$ cat src/rtl/tile_pair_ctrl.sv
// Memory-match board controller: turns left-button presses into per-tile reveal commands,
// compares uncovered pairs, locks matches and re-covers mismatches after a hold delay.
module tile_pair_ctrl #(
    parameter int unsigned  COLS        = 4,
    parameter int unsigned  ROWS        = 2,
    parameter int unsigned  X0          = 100,
    parameter int unsigned  Y0          = 100,
    parameter int unsigned  TILE_W      = 100,
    parameter int unsigned  TILE_H      = 100,
    parameter int unsigned  GAP         = 20,
    parameter int unsigned  HOLD_CYCLES = 16,
    localparam int unsigned N           = COLS * ROWS
) (
    input  logic          clk,
    input  logic          rst,
    input  logic          MouseLeft,
    input  logic [11:0]   xpos,
    input  logic [11:0]   ypos,
    output logic [N-1:0]  revealed,
    output logic [N-1:0]  matched,
    output logic [7:0]    moves,
    output logic          busy,
    output logic          game_done
);

    localparam int unsigned IW = (N > 2) ? $clog2(N) : 1;
    localparam int unsigned CW = (HOLD_CYCLES > 1) ? $clog2(HOLD_CYCLES) : 1;

    typedef enum logic [2:0] {IDLE, ONE, CMP, HOLD, DONE} state_t;

    state_t          state, state_n;
    logic            armed;
    logic            ml_prev;
    logic            press_q;
    logic [11:0]     x_q, y_q;
    logic            hit_v_q;
    logic [IW-1:0]   hit_idx_q;
    logic [IW-1:0]   a, a_n, b, b_n;
    logic [CW-1:0]   cnt, cnt_n;
    logic [N-1:0]    rev_n, mat_n;
    logic [7:0]      moves_n;
    logic            locked;
    logic            hit_c;
    logic [IW-1:0]   hit_idx_c;
    logic            valid;
    logic [IW-1:0]   pair_a;

    // Presses seen while the FSM is not accepting clicks are dropped at every pipeline stage.
    assign locked = (state == CMP) || (state == HOLD) || (state == DONE);

    // Inclusive-edge hit test on the captured coordinates; gap pixels hit nothing.
    always_comb begin
        logic        col_v, row_v;
        int unsigned col_i, row_i;
        col_v = 1'b0;
        row_v = 1'b0;
        col_i = 0;
        row_i = 0;
        for (int unsigned c = 0; c < COLS; c++) begin
            if (32'(x_q) >= X0 + c * (TILE_W + GAP) &&
                32'(x_q) <= X0 + c * (TILE_W + GAP) + TILE_W) begin
                col_v = 1'b1;
                col_i = c;
            end
        end
        for (int unsigned r = 0; r < ROWS; r++) begin
            if (32'(y_q) >= Y0 + r * (TILE_H + GAP) &&
                32'(y_q) <= Y0 + r * (TILE_H + GAP) + TILE_H) begin
                row_v = 1'b1;
                row_i = r;
            end
        end
        hit_c     = col_v && row_v;
        hit_idx_c = IW'(row_i * COLS + col_i);
    end

    assign valid  = hit_v_q && !revealed[hit_idx_q] && !matched[hit_idx_q];
    assign pair_a = IW'((32'(a) + N / 2) % N);

    always_comb begin
        state_n = state;
        rev_n   = revealed;
        mat_n   = matched;
        moves_n = moves;
        a_n     = a;
        b_n     = b;
        cnt_n   = cnt;
        case (state)
            IDLE: begin
                if (valid) begin
                    rev_n[hit_idx_q] = 1'b1;
                    a_n              = hit_idx_q;
                    state_n          = ONE;
                end
            end
            ONE: begin
                if (valid) begin
                    rev_n[hit_idx_q] = 1'b1;
                    b_n              = hit_idx_q;
                    state_n          = CMP;
                end
            end
            CMP: begin
                moves_n = (moves == 8'hFF) ? moves : moves + 8'd1;
                if (b == pair_a) begin
                    mat_n[a] = 1'b1;
                    mat_n[b] = 1'b1;
                    state_n  = (&mat_n) ? DONE : IDLE;
                end else begin
                    cnt_n   = CW'(HOLD_CYCLES - 1);
                    state_n = HOLD;
                end
            end
            HOLD: begin
                if (cnt == '0) begin
                    rev_n[a] = 1'b0;
                    rev_n[b] = 1'b0;
                    state_n  = IDLE;
                end else begin
                    cnt_n = cnt - CW'(1);
                end
            end
            DONE: ;
            default: state_n = IDLE;
        endcase
    end

    // armed keeps a button held through reset release from counting as a press.
    always_ff @(posedge clk) begin
        if (rst) begin
            state     <= IDLE;
            armed     <= 1'b0;
            ml_prev   <= 1'b0;
            press_q   <= 1'b0;
            x_q       <= '0;
            y_q       <= '0;
            hit_v_q   <= 1'b0;
            hit_idx_q <= '0;
            a         <= '0;
            b         <= '0;
            cnt       <= '0;
            revealed  <= '0;
            matched   <= '0;
            moves     <= '0;
            busy      <= 1'b0;
            game_done <= 1'b0;
        end else begin
            armed     <= 1'b1;
            ml_prev   <= MouseLeft;
            press_q   <= MouseLeft && !ml_prev && armed && !locked;
            x_q       <= xpos;
            y_q       <= ypos;
            hit_v_q   <= press_q && hit_c && !locked;
            hit_idx_q <= hit_idx_c;
            state     <= state_n;
            a         <= a_n;
            b         <= b_n;
            cnt       <= cnt_n;
            revealed  <= rev_n;
            matched   <= mat_n;
            moves     <= moves_n;
            busy      <= (state_n == CMP) || (state_n == HOLD);
            game_done <= (state_n == DONE);
        end
    end

endmodule

$ cat config.mk
export PLATFORM = sky130hd
export DESIGN_NAME = tile_pair_ctrl
export DESIGN_NICKNAME = d
export VERILOG_FILES = /design/src/rtl/tile_pair_ctrl.sv
export SDC_FILE = /design/constraint.sdc
export NUM_CORES = 1
export LEC_CHECK = 0
export BUFFER_PORTS_ARGS = -buffer_cell sky130_fd_sc_hd__buf_2
export CAP_MARGIN = 30
export CORE_AREA = 10 10 90 92
export CTS_BUF_LIST = sky130_fd_sc_hd__clkbuf_16
export DETAILED_ROUTE_END_ITERATION = 8
export DIE_AREA = 0 0 100 102
export PLACE_DENSITY = 0.76
export RECOVER_POWER = 50
export SYNTH_ARGS = -nofsm -noshare
export SYNTH_HDL_FRONTEND = slang
export SYNTH_SLANG_ARGS = --single-unit
$ cat constraint.sdc
create_clock -name clk -period 1.85 [get_ports clk]
set_clock_uncertainty 0.05 [all_clocks]
set_input_delay 0.185 -clock clk [delete_from_list [all_inputs] [get_ports clk]]
set_output_delay 0.185 -clock clk [all_outputs]
set_load 0.02 [all_outputs]
### Yosys cells after proc, flatten, opt, wreduce, memory -nomap -nowiden

Index checks and enable logic that the tools add are counted.

| storage, ports and cells | value |
|---|---|
| flip-flop bits (word level) | 70 |
| output and inout port bits | 26 |
| logic and storage cells | 128 |

| cells by class | value |
|---|---|
| add/subtract/negate cells | 4 |
| magnitude comparators | 18 |
| equal/unequal tests | 13 |
| multiplexer cells | 33 |
| bitwise logic cells | 8 |
| reductions and logical operators | 36 |

Operators by type and width:

| operator | number |
|---|---|
| 12-bit by 9-bit less-or-equal comparator with 1-bit output, second input constant | 3 |
| 12-bit by 7-bit >= comparator with 1-bit output, second input constant | 2 |
| 12-bit by 8-bit >= comparator with 1-bit output, second input constant | 2 |
| 12-bit by 9-bit >= comparator with 1-bit output, second input constant | 2 |
| 12-bit by 8-bit less-or-equal comparator with 1-bit output, second input constant | 2 |
| 8-bit OR | 3 |
| 3-bit 2-to-1 mux | 7 |
| 1-bit logical AND | 17 |
| 8-bit bitwise AND | 2 |
| 8-bit 2-to-1 mux | 2 |
| 8-bit NOT | 2 |
| 8-bit one-hot mux with 2 select lines | 1 |
| 3-bit one-hot mux with 5 select lines | 1 |
| 1-bit 2-to-1 mux | 14 |
| 3-bit by 2-bit == test with 1-bit output, second input constant | 4 |
| 12-bit by 10-bit less-or-equal comparator with 1-bit output, second input constant | 1 |
| 3-bit by 4-bit < comparator with 1-bit output, second input constant | 3 |
| 1-bit demux with 3-bit select | 3 |
| 3-bit by 1-bit >= comparator with 1-bit output, second input constant | 3 |
| 8-bit by 1-bit adder with 8-bit output, second input constant | 1 |
| 8-bit == test, second input constant | 1 |
| 4-bit 2-to-1 mux | 2 |
| 4-bit one-hot mux with 2 select lines | 1 |
| 2-bit AND reduction | 4 |
| 18 further kinds | 29 |

### Depth between registers and ports, before layout

Gate-level depths: netlist of run 1.

| depth | value |
|---|---|
| depth in word-level cells | 12 |
| gate-level depth with buffers | 8 |

### Worst setup path after synthesis of run 1

No wires, ideal clock.

| timing | value |
|---|---|
| kind | register to register |
| from | register hit_idx_q[1] |
| to | register a[0] |
| library setup time | 0.072 ns |
| data arrival time | 1.791 ns |
| data required time | 1.728 ns |
| setup slack | -0.062 ns |
| cell stages (with the launch flop) | 8 |
| buffers on the path | 2 |
| cells stage by stage | dfxtp_1 -> buf_4 -> nor3b_1 -> o31ai_1 -> a2111oi_4 -> and3b_1 -> buf_4 -> mux2i_1 |

| between the ends | value |
|---|---|
| cells in the longest elaborated chain, start to end | 6 |
| elaborated cells between the ends (all ways) | 9 |
| classes of those cells | mux (4); reduce/logical (5) |

RTL lines:

| item | RTL line | text |
|---|---|---|
| from (decl) | 37 | `logic [IW-1:0] hit_idx_q;` |
| from (signal assigned) | 154 | `hit_idx_q <= hit_idx_c;` |
| 1-bit binary-select mux with 3-bit select | 77 | `assign valid = hit_v_q && !revealed[hit_idx_q] && !matched[hit_idx_q];` |
| 1-bit 2-to-1 mux (implied by the code) | 77 |  |
| 1-bit zero test | 77 |  |
| 1-bit logical AND | 77 |  |
| 1-bit logical AND (*) | 77 |  |
| 2-bit AND reduction (no source line) (*) | n/a |  |
| to (signal assigned) | 156 | `a <= a_n;` |
| to (decl) | 38 | `logic [IW-1:0] a, a_n, b, b_n;` |

Mark *: on every way between the ends. The rest lies on a longest branch, timed or not. The select of a mux whose other input is x is not followed.
A chain may end at the register's enable or synchronous reset.

### Worst setup path after layout of run 1

| timing | value |
|---|---|
| from | register hit_idx_q[1] |
| to | register b[0] |

| between the ends | value |
|---|---|
| cells in the longest elaborated chain, start to end | 6 |
| elaborated cells between the ends (all ways) | 9 |
| classes of those cells | mux (4); reduce/logical (5) |

RTL lines:

| item | RTL line | text |
|---|---|---|
| 1-bit binary-select mux with 3-bit select | 77 |  |
| 1-bit 2-to-1 mux (implied by the code) | 77 |  |
| 1-bit zero test | 77 |  |
| 1-bit logical AND | 77 |  |
| 1-bit logical AND (*) | 77 |  |
| 2-bit AND reduction (no source line) (*) | n/a |  |
| to (signal assigned) | 157 | `b <= b_n;` |
| to (decl) | 38 |  |

Marked as above.

==> results of run 1 <==
[final timing paths]
check | from | to | slack [ns] | cells past startpoint
max | hit_idx_q[1] | b[0] | 0.02 | 7
min | xpos[4] | x_q[4] | 0.01 | 2
max reg2reg | hit_idx_q[1] | b[0] | 0.02 | 7
min reg2reg | press_q | hit_v_q | 0.38 | 2
[metal layers]
| metal | wire length (um) | global-route usage, % | vias to the layer above |
|---|---|---|---|
| li1 | - | - | 1375 |
| met1 | 3271 | 16.77 | 1260 |
| met2 | 3281 | 22.45 | 97 |
| met3 | 552 | 4.588 | 23 |
| met4 | 260 | 9.457 | 0 |
| met5 | 0 | 0 | - |
[Yosys cell counts (5+ instances only)]
cell type | count | area (um^2)
dfxtp_1 | 70 | 1401
nor2_1 | 32 | 120.1
nor2b_1 | 29 | 181.4
nand2_1 | 25 | 93.84
a21oi_1 | 18 | 90.09
a211oi_1 | 12 | 90.09
inv_1 | 11 | 41.29
nor3_1 | 11 | 55.05
a31oi_1 | 10 | 62.56
o21ai_0 | 8 | 40.04
o22ai_1 | 8 | 50.05
clkbuf_1 | 7 | 26.28
nand3_1 | 7 | 35.03
xnor2_1 | 7 | 61.31
mux2i_1 | 6 | 60.06
nand2b_1 | 5 | 31.28
[power by group]
group	leakage (uW)	total [uW]	internal [uW]	switching (uW)
registers	0.000574	1570	1540	28.2
clock network	0.000135	1490	883	603
logic	0.000783	138	69.6	68.1
[stage by stage]
stage	setup slack (ns)	total power, uW	instance area (um^2)	setup TNS, ns	hold slack (ns)
2_1_floorplan	-0.01348	1683	3099	-0.01348	0.2632
3_3_place_gp	0.04707	1728	3558	0	0.3434
3_5_place_dp	-0.03528	1732	3558	-0.1042	0.3467
4_1_cts	0.006886	3208	3835	0	0.01013
5_1_grt	-0.08332	3290	3891	-0.2574	0.01472
6_report	0.02021	3192	3891	0	0.01395
[critical path, delay by kind of cell (launching register included)]
family | cells | cell delay, ns
mux | 1 | 0.14
flops | 1 | 0.35
buf+inv | 3 | 0.48
compound gates | 2 | 0.61
simple gates | 1 | 0.09
[final cells by class]
class,count,area [um^2],share of cell area (%)
Clock buffer,9,225.2,5.788
Clock inverter,7,33.78,0.8682
Inverter,11,41.29,1.061
Multi-Input combinational cell,239,1607,41.29
Sequential cell,70,1413,36.30
Tap cell,77,96.34,2.476
Timing Repair Buffer,82,475.5,12.22
[state kept, by name (all words and copies together), names as in the netlist]
signal	count
x_q	12
y_q	12
matched	8
moves	8
revealed	8
cnt	4
a	3
b	3
hit_idx_q	3
state	3
armed	1
busy	1
game_done	1
hit_v_q	1
ml_prev	1
press_q	1
[what timing repair did]
item,in CTS,in global routing
setup buffers,1,2
pin swaps,1,5
gates resized for setup,2,19
endpoints found under the setup margin,9,21
[cells by family (layout without fill, tap and decap cells)]
kind of cell / count (synthesis) / in the layout / synth area share, %
AND/OR/NAND/NOR: 137 / 137 / 24.32
AO/OA/AOI/OAI: 83 / 83 / 19.24
multiplexers: 7 / 7 / 2.318
XOR/XNOR: 10 / 10 / 2.847
flip-flops: 70 / 70 / 45.55
buffers and inverters: 29 / 109 / 4.921
adder cells (fa/ha/maj): 2 / 2 / 0.8132
==> qor.csv, run 1 <==
stage,metric,value,unit
clock_tree,worst skew pair latency,0.33,ns
route,TritonRoute pass-1 iters,4,
synth,Yosys reg bits,70,
die,Die Wd,100,um
pwr,Leak Pwr,0.001493,uW
pwr,pwr dens,820.4,nW/um^2
timing,Rel. slew slack,32.95,%
job,max-cap violation count,0,
global_route,largest net degree at the start of global routing,27,
route,via density per instance,5.566,
synth,"Top FF cell, synth",dfxtp_1,
route,Iteration-0 DRC Markers,129,
finish,final core occ,61.99,%
clock_tree,CTS buffer count,9,
timing,Hold Fails Final Rpt,0,
clock_tree,Max Buffers Root-to-Sink,2,
worst_setup_path,type of origin of the critical path,register,
route,final wirelength,7.366,mm
timing,unrepaired setup endpoints after global routing,yes,
clock_tree,Post-CTS Hold Fix Bufs,0,
synth,Mapped Cells,338,
die,Die ar.,10200,um^2
finish,Nets,442,
pwr,maximum vdd drop,690.7,uV
worst_setup_path,Crit path arrival time,1.99,ns
synth,cell area after synthesis,3077,um^2
synth,sequential-to-total area share from yosys stat,45.55,%
global_route,GRT Total Usage,14.40,%
route,vias,2755,
die,I/O pin count,53,
global_route,first-pass GRT wire length,12.04,mm
worst_setup_path,CP Cell Sequence,"buf_6, a21o_1, a2111oi_4, buf_4, nand3_4, buf_12, mux2i_2",
finish,most frequent cells in the layout,"65 x dfxtp_1, 34 x buf_2, 32 x nor2_1",
die,Core Area,6277,um^2
clock_tree,CTS H-Tree Depth,3,
timing,Max Clk Rate,546.5,MHz
timing,min Tclk post-route,1.830,ns
route,DR WL/cell,14.88,um
hold_path,Hold/Removal Path Class,in2reg,
placement,Final HPWL DP,5.395,mm
finish,Layout Cells excl Fill,495,
global_route,vias in the first global route,2701,
worst_setup_path,WS Path Type,reg2reg,
timing,"Period Utilization, post-route",98.91,%
timing,Worst-Margin Slew,1.006,ns
synth,Netlist cell types,66,
finish,share of layout cells above drive strength 1,25.84,%
placement,RD Place Congestion,0.8876,
route,antenna-violating nets left,0,
finish,"commonest non-fill, non-tap cell in the layout",dfxtp_1,
finish,Area Growth Syn to Fin,26.47,%
clock_tree,"Clk pin slew, worst setup/hold paths",0.05,ns
die,Initial Util,49.01,%
finish,Fillers,543,
synth,Mapped Nets,367,
route,DR DRC count,0,
worst_setup_path,CP max stage cell,a2111oi_4,
synth,Yosys Warn Count,0,
die,Die Ht,102,um
timing,Final Setup Violations,0,
worst_setup_path,Critical Path End Type,register,
clock_tree,clock sink count,70,
placement,Placed Instances,476,
placement,Buffers on Ports,52,
synth,number of enable flip-flop cells after synthesis,0,
worst_setup_path,Crit Path Max Fanout,9,
finish,ant diodes,0,
worst_setup_path,Crit path required time,2.01,ns
worst_setup_path,Slowest Stage Delay on Critical Path,0.42,ns
die,row count,29,
synth,syn_area_per_cell,9.103,um^2
synth,Post-synth ARST share,0,%
status,status,"complete, no violations",
clock_tree,CTS tree,done,
global_route,GR Overflow Total,0,
global_route,initial antenna violation count,0,
timing,Pins Over Slew Limit,0,
clock_tree,Root Buffer Master,clkbuf_16,
(Power assumes the default switching activity.)
==> run 2, diff against run 1 <==
- RECOVER_POWER: 50 -> 25
==> run 2 against run 1 <==
  * Register-to-register slack about the same
  * Core utilization rose by 0.36 points
  * Final cell count did not move
  * Clock power about the same
  * Setup slack worse by 0.0035 ns
==> qor.csv, run 2 (synthesis gave the netlist of run 1 again) <==
stage,metric,value,unit,change
hold_path,Hold/Removal Path Class,in2reg,,
route,vias,2759,,+0.15%
clock_tree,CTS buffer count,9,,unchanged
global_route,M2 GR Usage,22.45,%,unchanged
die,Initial Util,49.01,%,unchanged
finish,final core occ,62.35,%,+0.36 points
global_route,"Most Used Layer, Global Route",met2,,
timing,unrepaired setup endpoints after global routing,yes,,
route,antenna-violating nets left,0,,unchanged
timing,"Period Utilization, post-route",99.09,%,+0.19 points
clock_tree,CTS H-Tree Depth,3,,unchanged
placement,RD Place Congestion,0.8876,,unchanged
worst_setup_path,WS Path Type,reg2reg,,
finish,ant diodes,0,,unchanged
global_route,M1 GR Usage,16.77,%,unchanged
worst_setup_path,Crit path required time,2.01,ns,about the same
die,Die Ht,102,um,unchanged
worst_setup_path,Crit Path Max Fanout,9,,unchanged
pwr,maximum vdd drop,690.4,uV,about the same
pwr,pwr dens,817.0,nW/um^2,-0.41%
timing,Worst-Margin Slew,1.006,ns,+0.0003734 ns
placement,Final HPWL DP,5.395,mm,unchanged
timing,setup TNS,0,ns,unchanged
die,Core Area,6277,um^2,unchanged
route,via density per instance,5.574,,+0.15%
finish,Top Registers,"x_q x12, y_q x12",,
worst_setup_path,Critical Path End Type,register,,
die,Die Wd,100,um,unchanged
timing,Hold Fails Final Rpt,0,,unchanged
global_route,GRT Total Usage,14.40,%,unchanged
global_route,largest net degree at the start of global routing,27,,unchanged
finish,share of layout cells above drive strength 1,30.14,%,+4.3 points
timing,Pins Over Slew Limit,0,,unchanged
die,Die ar.,10200,um^2,unchanged
clock_tree,Root Buffer Master,clkbuf_16,,
placement,Buffers on Ports,52,,unchanged
clock_tree,worst skew pair latency,0.33,ns,about the same
global_route,GR Overflow Total,0,,unchanged
clock_tree,Post-CTS Hold Fix Bufs,0,,unchanged
clock_tree,CTS tree,done,,
pwr,Comb power frac,4.3,%,about the same
route,DR WL/cell,14.89,um,about the same
route,DR DRC count,0,,unchanged
timing,hold_ws,0.01398,ns,+0.00002060 ns
pwr,clock power share,46.6,%,about the same
finish,"commonest non-fill, non-tap cell in the layout",dfxtp_1,,
finish,Seq. cell area,1413,um^2,unchanged
pwr,P_sw,704.0,uW,+0.73%
pwr,Pint,2493,uW,about the same
global_route,vias in the first global route,2701,,unchanged
die,row count,29,,unchanged
clock_tree,clock sink count,70,,unchanged
finish,Area Growth Syn to Fin,27.21,%,
finish,most frequent cells in the layout,"65 x dfxtp_1, 52 x buf_2, 32 x nor2_1",,
job,max-cap violation count,0,,unchanged
pwr,Leak Pwr,0.001572,uW,+5.3%
pwr,Flop pwr share,49.1,%,about the same
timing,min Tclk post-route,1.833,ns,+0.003451 ns
clock_tree,Max Buffers Root-to-Sink,2,,unchanged
finish,Multi-input gate area,1607,um^2,unchanged
worst_setup_path,type of origin of the critical path,register,,
clock_tree,"Clk pin slew, worst setup/hold paths",0.06,ns,about the same
finish,Nets,442,,unchanged
timing,final worst-path setup slack,0.01676,ns,-0.003451 ns
route,Iteration-0 DRC Markers,137,,+6.2%
timing,Max Clk Rate,545.5,MHz,-0.19%
global_route,met3 Use GR,4.588,%,unchanged
route,final wirelength,7.371,mm,about the same
die,I/O pin count,53,,unchanged
global_route,initial antenna violation count,0,,unchanged
placement,DP Worst Slack,-0.03528,ns,unchanged
global_route,first-pass GRT wire length,12.04,mm,unchanged
finish,Fillers,527,,-2.9%
status,status,"complete, no violations",,
timing,Final Setup Violations,0,,unchanged
worst_setup_path,Crit path arrival time,1.99,ns,about the same
pwr,Sw Ratio,22.02,%,+0.12 points
timing,Rel. slew slack,32.93,%,about the same
route,TritonRoute pass-1 iters,4,,unchanged
## run 2: cell count changes in the layout (fill, tap and decap cells not counted), sizes merged
cell and change:
clkbuf -18, buf +18
## run 2: final cells by class
| type | instances | area share [%] |
|---|---|---|
| Timing Repair Buffer | 82 | 12.72 |
| Clock buffer | 9 | 5.754 |
| Inverter | 11 | 1.055 |
| Sequential cell | 70 | 36.09 |
| Clock inverter | 7 | 0.8632 |
| Multi-Input combinational cell | 239 | 41.05 |
| Tap cell | 77 | 2.462 |
## run 2: final timing paths
kind,to,slack [ns],cells past startpoint,startpoint
setup / recovery,b[0],0.02,7,hit_idx_q[1]
hold / removal,x_q[4],0.01,2,xpos[4]
setup reg to reg,b[0],0.02,7,hit_idx_q[1]
hold reg to reg,hit_v_q,0.38,2,press_q
## run 2: power groups by stage
stage	Sequential [uW]	Clock (uW)	Combinational, uW
floorplan	1590	0	87.8
global placement	1600	0	128
detailed placement	1600	0	131
CTS	1570	1510	132
global route	1570	1560	156
finish	1570	1490	138
## run 2: stage by stage
stage,power [uW],instances,instance area (um^2)
after floorplan,1683,338,3099
after global placement,1728,476,3558
after detailed placement,1732,476,3558
after CTS,3208,493,3835
after global routing,3290,495,3914
final,3198,495,3914
## run 2: layer usage
layer	wire, um	vias to the layer above
met5	0	-
li1	-	1376
met4	291	0
met3	525	27
met2	3254	94
met1	3300	1262
## run 2: what timing repair did
| action | 4_1_cts | 5_1_grt |
|---|---|---|
| endpoints found under the setup margin | 9 | 21 |
| gates resized for setup | 2 | 19 |
| endpoints found under the hold margin | 0 | 0 |
| pin swaps | 1 | 5 |
| setup buffers | 1 | 2 |
## run 2: critical path, cell delays in order, from the launching register on
cell and delay [ns]:
dfxtp_2 0.35, buf_6 0.14, a21o_1 0.19, a2111oi_4 0.42
buf_4 0.19, nand3_4 0.09, buf_12 0.15, mux2i_2 0.14
==> run 3, diff against run 2 <==
- CELL_PAD_IN_SITES_DETAIL_PLACEMENT: default -> 2
- CELL_PAD_IN_SITES_GLOBAL_PLACEMENT: default -> 2
- CORE_AREA: 10 10 90 92 -> 10 10 113 115
- DIE_AREA: 0 0 100 102 -> 0 0 123 125
- PLACE_DENSITY: 0.76 -> 0.75
- RECOVER_POWER: 25 -> 100
==> run 3 against run 2 <==
  * First-iteration DRC count down 36%
  * Non-clock buffer count grew 8
  * Clock-buffer cell count unchanged
  * Global-route usage is 0.93 points lower
  * Sequential cell count stayed put
==> qor.csv, run 3 (synthesis gave the netlist of run 1 again) <==
stage,metric,value,unit,change
status,status,"complete, no violations",,
worst_setup_path,r2r setup slk,0.009,ns,about the same
worst_setup_path,CP max stage cell,or4b_4,,
placement,Buffers on Ports,52,,unchanged
route,vias,2862,,+3.7%
timing,hold_ws,0.007727,ns,-0.006249 ns
clock_tree,clock sink count,70,,unchanged
worst_setup_path,Critical Path End Type,register,,
timing,Hold Fails Final Rpt,0,,unchanged
timing,Final Setup Violations,0,,unchanged
finish,Top Registers,"x_q x12, y_q x12",,
finish,Nets,450,,+1.8%
worst_setup_path,WS Path Type,reg2reg,,
global_route,vias in the first global route,3176,,+18%
global_route,largest net degree at the start of global routing,38,,+41%
hold_path,Hold/Removal Path Class,in2reg,,
finish,"commonest non-fill, non-tap cell in the layout",dfxtp_1,,
die,Die ar.,15380,um^2,+51%
route,final wirelength,10.61,mm,+44%
worst_setup_path,Crit path required time,2.07,ns,+0.06 ns
timing,final worst-path setup slack,0.009225,ns,-0.007539 ns
worst_setup_path,Critical R2R Launch,cnt[0],,
worst_setup_path,family with the most delay on the worst path,simple AND/OR/NAND/NOR gates,,
placement,RD Place Congestion,0.8048,,-9.3%
timing,"Period Utilization, post-route",99.50,%,+0.41 points
global_route,first-pass GRT wire length,16.30,mm,+35%
timing,Max Clk Rate,543.2,MHz,-0.41%
clock_tree,Root Buffer Master,clkbuf_16,,
timing,unrepaired setup endpoints after global routing,yes,,
global_route,initial antenna violation count,0,,unchanged
die,Die Ht,125,um,+23%
placement,Final HPWL DP,7.646,mm,+42%
hold_path,WHS Path Cells,2,,unchanged
clock_tree,CTS buffer count,9,,unchanged
worst_setup_path,R2R cell count,7,,unchanged
worst_setup_path,type of origin of the critical path,register,,
clock_tree,"Clk pin slew, worst setup/hold paths",0.05,ns,about the same
hold_path,Hold EP,y_q[4],,
pwr,Leak Pwr,0.001509,uW,-4.0%
global_route,GRT Total Usage,13.47,%,-0.93 points
worst_setup_path,CP Cell Sequence,"inv_2, ha_4, or2b_2, nor3b_2, or4b_4, mux2_4, nor2_4",,
finish,most frequent cells in the layout,"65 x dfxtp_1, 31 x nor2_1, 31 x buf_4",,
route,DR WL/cell,18.81,um,+26%
pwr,clock power share,48.8,%,+2.2 points
pwr,P_sw,739.6,uW,+5.1%
timing,Pins Over Slew Limit,0,,unchanged
pwr,maximum vdd drop,370.7,uV,-46%
route,via density per instance,5.074,,-9.0%
timing,min Tclk post-route,1.841,ns,+0.007539 ns
clock_tree,worst skew pair latency,0.33,ns,about the same
placement,DP Worst Slack,0.01094,ns,+0.04622 ns
die,row count,38,,+31%
die,Core Area,10600,um^2,+69%
worst_setup_path,Worst Path Buf+Inv,1,,-2
die,I/O pin count,53,,unchanged
finish,ant diodes,0,,unchanged
worst_setup_path,Crit Path Max Fanout,5,,-4
pwr,Sw Ratio,22.02,%,about the same
clock_tree,CTS tree,done,,
global_route,GR Overflow Total,0,,unchanged
route,TritonRoute pass-1 iters,4,,unchanged
die,Initial Util,29.02,%,-20 points
route,antenna-violating nets left,0,,unchanged
pwr,Pint,2620,uW,+5.1%
timing,Rel. slew slack,66.17,%,+33 points
finish,share of layout cells above drive strength 1,26.42,%,-3.7 points
clock_tree,Max Buffers Root-to-Sink,2,,unchanged
pwr,Comb power frac,4.4,%,about the same
timing,Worst-Margin Slew,0.5074,ns,-0.4987 ns
pwr,pwr dens,824.4,nW/um^2,+0.90%
route,Iteration-0 DRC Markers,88,,-36%
clock_tree,CTS H-Tree Depth,3,,unchanged
route,DR DRC count,0,,unchanged
finish,final core occ,38.44,%,-24 points
pwr,Flop pwr share,46.7,%,-2.4 points
hold_path,min-delay src,ypos[4],,
clock_tree,Post-CTS Hold Fix Bufs,0,,unchanged
job,max-cap violation count,0,,unchanged
die,Die Wd,123,um,+23%
finish,Area Growth Syn to Fin,32.45,%,
worst_setup_path,Crit Reg-Reg Endpoint,cnt[0],,
worst_setup_path,Slowest Stage Delay on Critical Path,0.55,ns,+0.13 ns
worst_setup_path,Crit path arrival time,2.06,ns,+0.07 ns
-- run 3: worst reg2reg max path: cells and delay by family (launching register included) --
family	cells	cell delay [ns]
flops	1	0.34
simple gates	4	0.88
fa+ha+maj	1	0.15
mux	1	0.31
buf+inv	1	0.05
-- run 3: final cells by class --
| type | count | area, um^2 |
|---|---|---|
| Multi-Input combinational cell | 239 | 1667 |
| Fill cell | 1217 | 6528 |
| Clock buffer | 9 | 225.2 |
| Sequential cell | 70 | 1415 |
| Timing Repair Buffer | 90 | 505.5 |
| Clock inverter | 5 | 46.29 |
| Inverter | 11 | 41.29 |
| Tap cell | 140 | 175.2 |
-- run 3: worst max-delay path by stage --
stage | start | endpoint | slack, ns | cells after the start
2_1_floorplan | state[1] | cnt[0] | -0.01 | 7
3_3_place_gp | y_q[2] | hit_v_q | 0.06 | 5
3_5_place_dp | cnt[1] | cnt[0] | 0.01 | 7
4_1_cts | cnt[1] | cnt[0] | -0.006 | 7
5_1_grt | matched[3] | busy | -0.13 | 6
6_report | cnt[0] | cnt[0] | 0.009 | 7
-- run 3: metal layers --
metal | share of wire [%] | vias up | track usage (%)
met4 | 2.4 | 0 | 6.511
met3 | 3.6 | 18 | 3.105
li1 | - | 1374 | -
met2 | 53 | 63 | 24.02
met5 | 0 | - | 0
met1 | 41 | 1407 | 14.50
-- run 3: timing repair --
action | 4_1_cts | 5_1_grt
gates resized for setup | 4 | 30
pin swaps | 1 | 9
setup endpoints to repair | 2 | 21
cloned | 0 | 0
buffers inserted | 0 | 1
-- run 3: per-stage QoR --
step	total power, uW	cell area [um^2]	cells	TNS, ns
after floorplan	1683	3099	338	-0.01348
after global routing	3493	4075	564	-1.280
after detailed placement	1743	3700	549	0
after global placement	1734	3700	549	0
final	3359	4075	564	0
after CTS	3381	3978	563	-0.005501
-- run 3: power by group through the flow --
stage	sequential, uW	combinational [uW]	clock (uW)
2_1_floorplan	1590	87.8	0
3_3_place_gp	1600	133	0
3_5_place_dp	1600	139	0
4_1_cts	1570	141	1670
5_1_grt	1580	168	1750
6_report	1570	149	1640
